### config.mk
export PLATFORM = sky130hd
export DESIGN_NAME = tft_text_renderer
export DESIGN_NICKNAME = d
export VERILOG_FILES = /design/src/rtl/tft_text_renderer.sv
export SDC_FILE = /design/constraint.sdc
export NUM_CORES = 1
export LEC_CHECK = 0
export ABC_AREA = 1
export ABC_CLOCK_PERIOD_IN_PS = 4660
export BUFFER_PORTS_ARGS = -buffer_cell sky130_fd_sc_hd__buf_2
export CAP_MARGIN = 15
export CORE_MARGIN = 2
export CORE_UTILIZATION = 37
export CTS_CLUSTER_DIAMETER = 200
export DETAILED_ROUTE_END_ITERATION = 8
export GPL_ROUTABILITY_DRIVEN = 0
export SETUP_SLACK_MARGIN = 0.05
export SLEW_MARGIN = 15
export SYNTH_ARGS = -nofsm -noshare
export SYNTH_HDL_FRONTEND = slang
export SYNTH_SLANG_ARGS = --single-unit
### constraint.sdc
create_clock -name clk -period 4.66 [get_ports clk]
set_clock_uncertainty 0.15 [all_clocks]
set_input_delay 0.699 -clock clk [delete_from_list [all_inputs] [get_ports clk]]
set_output_delay 0.699 -clock clk [all_outputs]
set_load 0.02 [all_outputs]
### src/rtl/tft_text_renderer.sv
// Text-mode pixel stage: timing in, character fetch, font lookup, colour out.
// Three px_en-qualified stages; syncs/DE travel alongside the colour path.
module tft_text_renderer #(
    parameter int unsigned MEM_SIZE     = 8192,
    parameter int unsigned COLS         = 100,
    parameter int unsigned ROWS         = 30,
    parameter logic [23:0] FG_RGB       = 24'hFFFFFF,
    parameter logic [23:0] BG_RGB       = 24'h000000,
    parameter int unsigned BLINK_FRAMES = 30
) (
    input  logic                        clk,
    input  logic                        reset,
    input  logic                        px_en,
    input  logic                        hsync_i,
    input  logic                        vsync_i,
    input  logic                        de_i,
    input  logic [9:0]                  x_i,
    input  logic [9:0]                  y_i,
    output logic [$clog2(MEM_SIZE)-1:0] text_addr,
    input  logic [31:0]                 text_data,
    output logic [11:0]                 font_addr,
    input  logic [7:0]                  font_data,
    input  logic                        cursor_en,
    input  logic [6:0]                  cursor_col,
    input  logic [4:0]                  cursor_row,
    output logic [7:0]                  r,
    output logic [7:0]                  g,
    output logic [7:0]                  b,
    output logic                        hsync,
    output logic                        vsync,
    output logic                        de
);

    localparam int unsigned AW = $clog2(MEM_SIZE);
    localparam int unsigned CW = (BLINK_FRAMES > 1) ? $clog2(BLINK_FRAMES) : 1;

    // Stage 1: sampled timing
    logic       s1_hsync, s1_vsync, s1_de;
    logic [9:0] s1_x, s1_y;

    // Stage 2: character byte and per-pixel context
    logic [7:0] s2_char;
    logic [3:0] s2_yrow;
    logic [2:0] s2_xbit;
    logic       s2_hsync, s2_vsync, s2_de, s2_oor, s2_cursor;

    logic [CW-1:0] blink_cnt;
    logic          blink_on;

    logic [6:0]  col;
    logic [5:0]  row;
    logic        oor;
    logic        cursor_hit;
    logic [7:0]  text_byte;
    logic        pixel_bit;
    logic [23:0] fg, bg, rgb_d;
    logic        vs_fall;

    assign col = s1_x[9:3];
    assign row = s1_y[9:4];

    always_comb begin
        oor        = (32'(col) >= COLS) || (32'(row) >= ROWS);
        text_addr  = oor ? '0 : AW'(row) * AW'(COLS) + AW'(col);
        cursor_hit = cursor_en && (col == cursor_col) && (row == {1'b0, cursor_row});
        text_byte  = text_data[8*text_addr[1:0] +: 8];
    end

    assign font_addr = {s2_char, s2_yrow};

    always_ff @(posedge clk or posedge reset) begin
        if (reset) begin
            s1_hsync <= 1'b1;
            s1_vsync <= 1'b1;
            s1_de    <= 1'b0;
            s1_x     <= '0;
            s1_y     <= '0;
        end else if (px_en) begin
            s1_hsync <= hsync_i;
            s1_vsync <= vsync_i;
            s1_de    <= de_i;
            s1_x     <= x_i;
            s1_y     <= y_i;
        end
    end

    always_ff @(posedge clk or posedge reset) begin
        if (reset) begin
            s2_char   <= '0;
            s2_yrow   <= '0;
            s2_xbit   <= '0;
            s2_hsync  <= 1'b1;
            s2_vsync  <= 1'b1;
            s2_de     <= 1'b0;
            s2_oor    <= 1'b0;
            s2_cursor <= 1'b0;
        end else if (px_en) begin
            s2_char   <= text_byte;
            s2_yrow   <= s1_y[3:0];
            s2_xbit   <= s1_x[2:0];
            s2_hsync  <= s1_hsync;
            s2_vsync  <= s1_vsync;
            s2_de     <= s1_de;
            s2_oor    <= oor;
            s2_cursor <= cursor_hit;
        end
    end

    // Edge detect compares the new sample with the one already held in stage 1.
    assign vs_fall = s1_vsync & ~vsync_i;

    always_ff @(posedge clk or posedge reset) begin
        if (reset) begin
            blink_cnt <= '0;
            blink_on  <= 1'b0;
        end else if (px_en && vs_fall) begin
            if (blink_cnt == CW'(BLINK_FRAMES - 1)) begin
                blink_cnt <= '0;
                blink_on  <= ~blink_on;
            end else begin
                blink_cnt <= blink_cnt + 1'b1;
            end
        end
    end

    // Uses the pre-update blink_on, so an edge and a cursor pixel in one strobe see the old phase.
    always_comb begin
        pixel_bit = font_data[3'd7 - s2_xbit];
        fg        = (s2_cursor && blink_on) ? BG_RGB : FG_RGB;
        bg        = (s2_cursor && blink_on) ? FG_RGB : BG_RGB;
        if (!s2_de) begin
            rgb_d = 24'h0;
        end else if (s2_oor) begin
            rgb_d = BG_RGB;
        end else begin
            rgb_d = pixel_bit ? fg : bg;
        end
    end

    always_ff @(posedge clk or posedge reset) begin
        if (reset) begin
            r     <= '0;
            g     <= '0;
            b     <= '0;
            hsync <= 1'b1;
            vsync <= 1'b1;
            de    <= 1'b0;
        end else if (px_en) begin
            {r, g, b} <= rgb_d;
            hsync     <= s2_hsync;
            vsync     <= s2_vsync;
            de        <= s2_de;
        end
    end

endmodule

==> summary.txt <==
Outcome
  • Status: finished clean

Floorplan
  • Core region area: 10100 um^2
  • Die area: 11100 um^2
  • Die Y: 105 um
  • DIE WIDTH: 105 um
  • Starting Density: 0.376
  • Top-level port count: 131
  • Row count: 37

Clock tree
  • Worst-path clk slew: 0.10 ns
  • H-Tree Depth: 2
  • # clock sinks: 53
  • CTS Buf Count: 5
  • CTS root buffer: clkbuf_8
  • Clk_lat worst skew: 0.32 ns
  • Post-cts hold buffer count: 0
  • Clock Tree Buf Depth: 2
  • CTS tree: yes

Place
  • Cells after DPL: 751
  • Hpwl dp: 7.33 mm
  • PortBufs: 130
  • Post-Place Setup Slack: 0.764 ns

Yosys
  • Largest cells by area after synthesis: dfrtp_1 (31%), nand2_1 (16%), ha_1 (10%)
  • Number of enable flip-flop cells after synthesis: 0
  • Top cell type by total area after synthesis: dfrtp_1
  • Main synth FF type: dfrtp_1
  • Seq cells post-synth: 53
  • Post-synthesis compound-gate area fraction: 0.0897
  • Syn nets: 630
  • Post-Synthesis Cells: 518
  • Largest family of logic cells by synthesized area: simple AND/OR/NAND/NOR gates
  • Post-synthesis xor/xnor area fraction: 0.0322
  • Synth warn: 0
  • Simple-Gate Fraction of Synth Area: 0.284
  • Mean Syn Cell Area: 7.36 um^2
  • Synth top area share: 0.309
  • Yosys cell types: 31
  • Netlist Area Pre-Place: 3810 um^2
  • Multiplexer share of the synthesized area: 0
  • Adder-cell share of the synthesized area: 0.112
  • Sequential share of the synthesized area: 0.350
  • Post-synth ARST share: 1.00

Timing
  • Fmax: 235 MHz
  • Final worst slack: 0.409 ns
  • RSZ-0062 raised after global routing: no
  • Tmin final: 4.25 ns
  • Fin. Hold Viols: 0
  • Final Max Slew Viols: 0
  • Max transition margin: 0.551
  • Worst-margin pin slew: 0.674 ns
  • Setup Viol. Count Final: 0
  • Final worst path period share: 0.912
  • Hold_ws: 0.321 ns
  • Final setup TNS: 0 ns

Setup path
  • Critical path startpoint category: flip-flop
  • Maximum fanout along the worst path: 8
  • Req. time, crit path: 3.81 ns
  • Worst EP arrival: 3.40 ns
  • CP endpoint kind: output port
  • R2R setup slack: 2.55 ns
  • Crit path kind: flip-flop to output port

Route
  • Post-route DRC: 0
  • Antenna-violating nets left: 0
  • Routed wire length: 9.42 mm
  • Vias per cell: 4.64
  • Pre-Repair DR Iteration Count: 5
  • Wirelength per Cell: 12.4 um
  • Vias: 3526
  • Initial DRC Count: 213

Power and ir drop
  • Clk pwr share: 0.188
  • Leak Pwr: 2.64 nW
  • Internal: 0.000876 W
  • Switching Fraction: 0.421
  • Net Sw Power: 0.000638 W
  • Comb pwr share: 0.422
  • PwrDens: 335 nW/um^2
  • Part of the power in registers: 0.390
  • Max VDD drop: 0.000122 V

Cells and area
  • Fill cells: 1050
  • Nets: 734
  • Layout area overhead: 18.6%
  • Layout cells sized above 1: 0.268
  • Layout Cells excl Fill: 760
  • Final Util: 0.446

Global routing
  • Largest net degree at the start of global routing: 54
  • Antenna violations before repair: 0
  • First-pass GRT wire length: 15.6 mm
  • Global route overflow: 0
  • GRT Overall Usage: 0.172
  • Number of global-route vias before repair: 3197

Worst hold path
  • Min-delay worst type: flip-flop to flip-flop

Run
  • Max-cap violations: 0
==> final timing paths <==
kind	startpoint	to	cells after the start
max reg2reg	s1_y[9]$_DFFE_PP0P_	s2_char[7]$_DFFE_PP0P_	11
max	s1_y[5]$_DFFE_PP0P_	text_addr[12]	15
min	s1_hsync$_DFFE_PP1P_	s1_hsync$_DFFE_PP1P_	2
min in group asynchronous	reset	s2_char[1]$_DFFE_PP0P_	3
min reg2reg	s1_hsync$_DFFE_PP1P_	s1_hsync$_DFFE_PP1P_	2
max in group asynchronous	reset	s1_y[5]$_DFFE_PP0P_	3
==> what timing repair did <==
item,CTS,global route
setup endpoints to repair,0,1
resized for setup,0,1
setup buffers,0,0
==> layer usage <==
| metal | global-route usage | share of wire | vias up |
|---|---|---|---|
| li1 | - | - | 1825 |
| met2 | 0.270 | 0.44 | 122 |
| met5 | 0 | 0 | - |
| met3 | 0.0353 | 0.073 | 7 |
| met4 | 0.0371 | 0.0090 | 0 |
| met1 | 0.245 | 0.48 | 1572 |
==> layout by cell type, fill, tap and decap left out, drive strengths merged <==
| master | instances |
|---|---|
| a21oi | 8 |
| and3 | 1 |
| buf | 133 |
| clkbuf | 5 |
| clkinv | 2 |
| dfrtp | 47 |
| dfstp | 6 |
| diode | 1 |
| fa | 2 |
| ha | 31 |
| inv | 71 |
| nand2 | 163 |
| nand3 | 25 |
| nand3b | 1 |
| nand4 | 15 |
| nor2 | 36 |
| nor3 | 4 |
| o2111ai | 8 |
| o211a | 1 |
| o21ai | 38 |
| o21bai | 1 |
| o22ai | 2 |
| or2 | 9 |
| xnor2 | 8 |
| xor2 | 6 |
==> logic make-up (layout without fill, tap and decap cells) <==
| kind of cell | count (synthesis) | in the layout |
|---|---|---|
| and+or+nand+nor | 254 | 254 |
| adders and majority gates | 33 | 33 |
| xor gates and xnor gates | 14 | 14 |
| other | 0 | 1 |
| DFF | 53 | 53 |
| buffers and inverters | 106 | 211 |
| AOI/OAI and AO/OA | 58 | 58 |
==> cells in the mapped netlist, types with 3 or more instances <==
library cell	number
o2111ai_1	8
nand3_1	24
nand4_1	15
a21oi_1	8
nor2_1	34
dfstp_2	6
xnor2_1	8
nor3_1	4
inv_2	3
or2_2	9
inv_1	65
buf_2	5
buf_4	23
xor2_1	6
clkbuf_1	7
ha_1	31
o21ai_0	38
dfrtp_1	47
nand2_1	162
==> cell type report <==
class,instances,area (um^2),share of cell area
multi-input cells,359,1980,0.437
inverters,70,265,0.0587
flip-flops and latches,53,1340,0.295
repair buffers,133,673,0.149
clock inverters,3,28.8,0.00637
well taps,136,170,0.0377
clock buffers,5,68.8,0.0152
diodes,1,2.50,0.000554
==> critical path, cell delays in order (launching register included) <==
cell and delay, ns:
dfrtp_2 0.49, ha_1 0.32, ha_1 0.29, ha_1 0.31, inv_1 0.06, fa_1 0.51, inv_1 0.10, nand2_1 0.07
nor3_1 0.19, nor2_1 0.10, nor2_1 0.15, nand3_1 0.13, nand2_1 0.08, nand2_1 0.05, nor2_1 0.07, buf_2 0.16
==> power by group through the flow <==
stage	clock network, W	registers [W]	logic (W)
after CTS	0.000296	0.000591	0.000644
after floorplan	0	0.000605	0.000465
after detailed placement	0	0.000599	0.000640
after global placement	0	0.000596	0.000630
final	0.000284	0.000591	0.000639
after global routing	0.000316	0.000602	0.000731
==> per-stage QoR <==
step                instance area (um^2)  total power, W
finish                              4520         0.00151
global route                        4520         0.00165
CTS                                 4520         0.00153
detailed placement                  4420         0.00124
global placement                    4420         0.00123
floorplan                           3810         0.00107
==> state kept, by name (all words and copies together) (netlist names), 3 cells and up <==
signal     count
blink_cnt      5
s1_x          10
s1_y          10
s2_char        8
s2_xbit        3
s2_yrow        4
No activity file was read; power rests on OpenSTA's default activity.
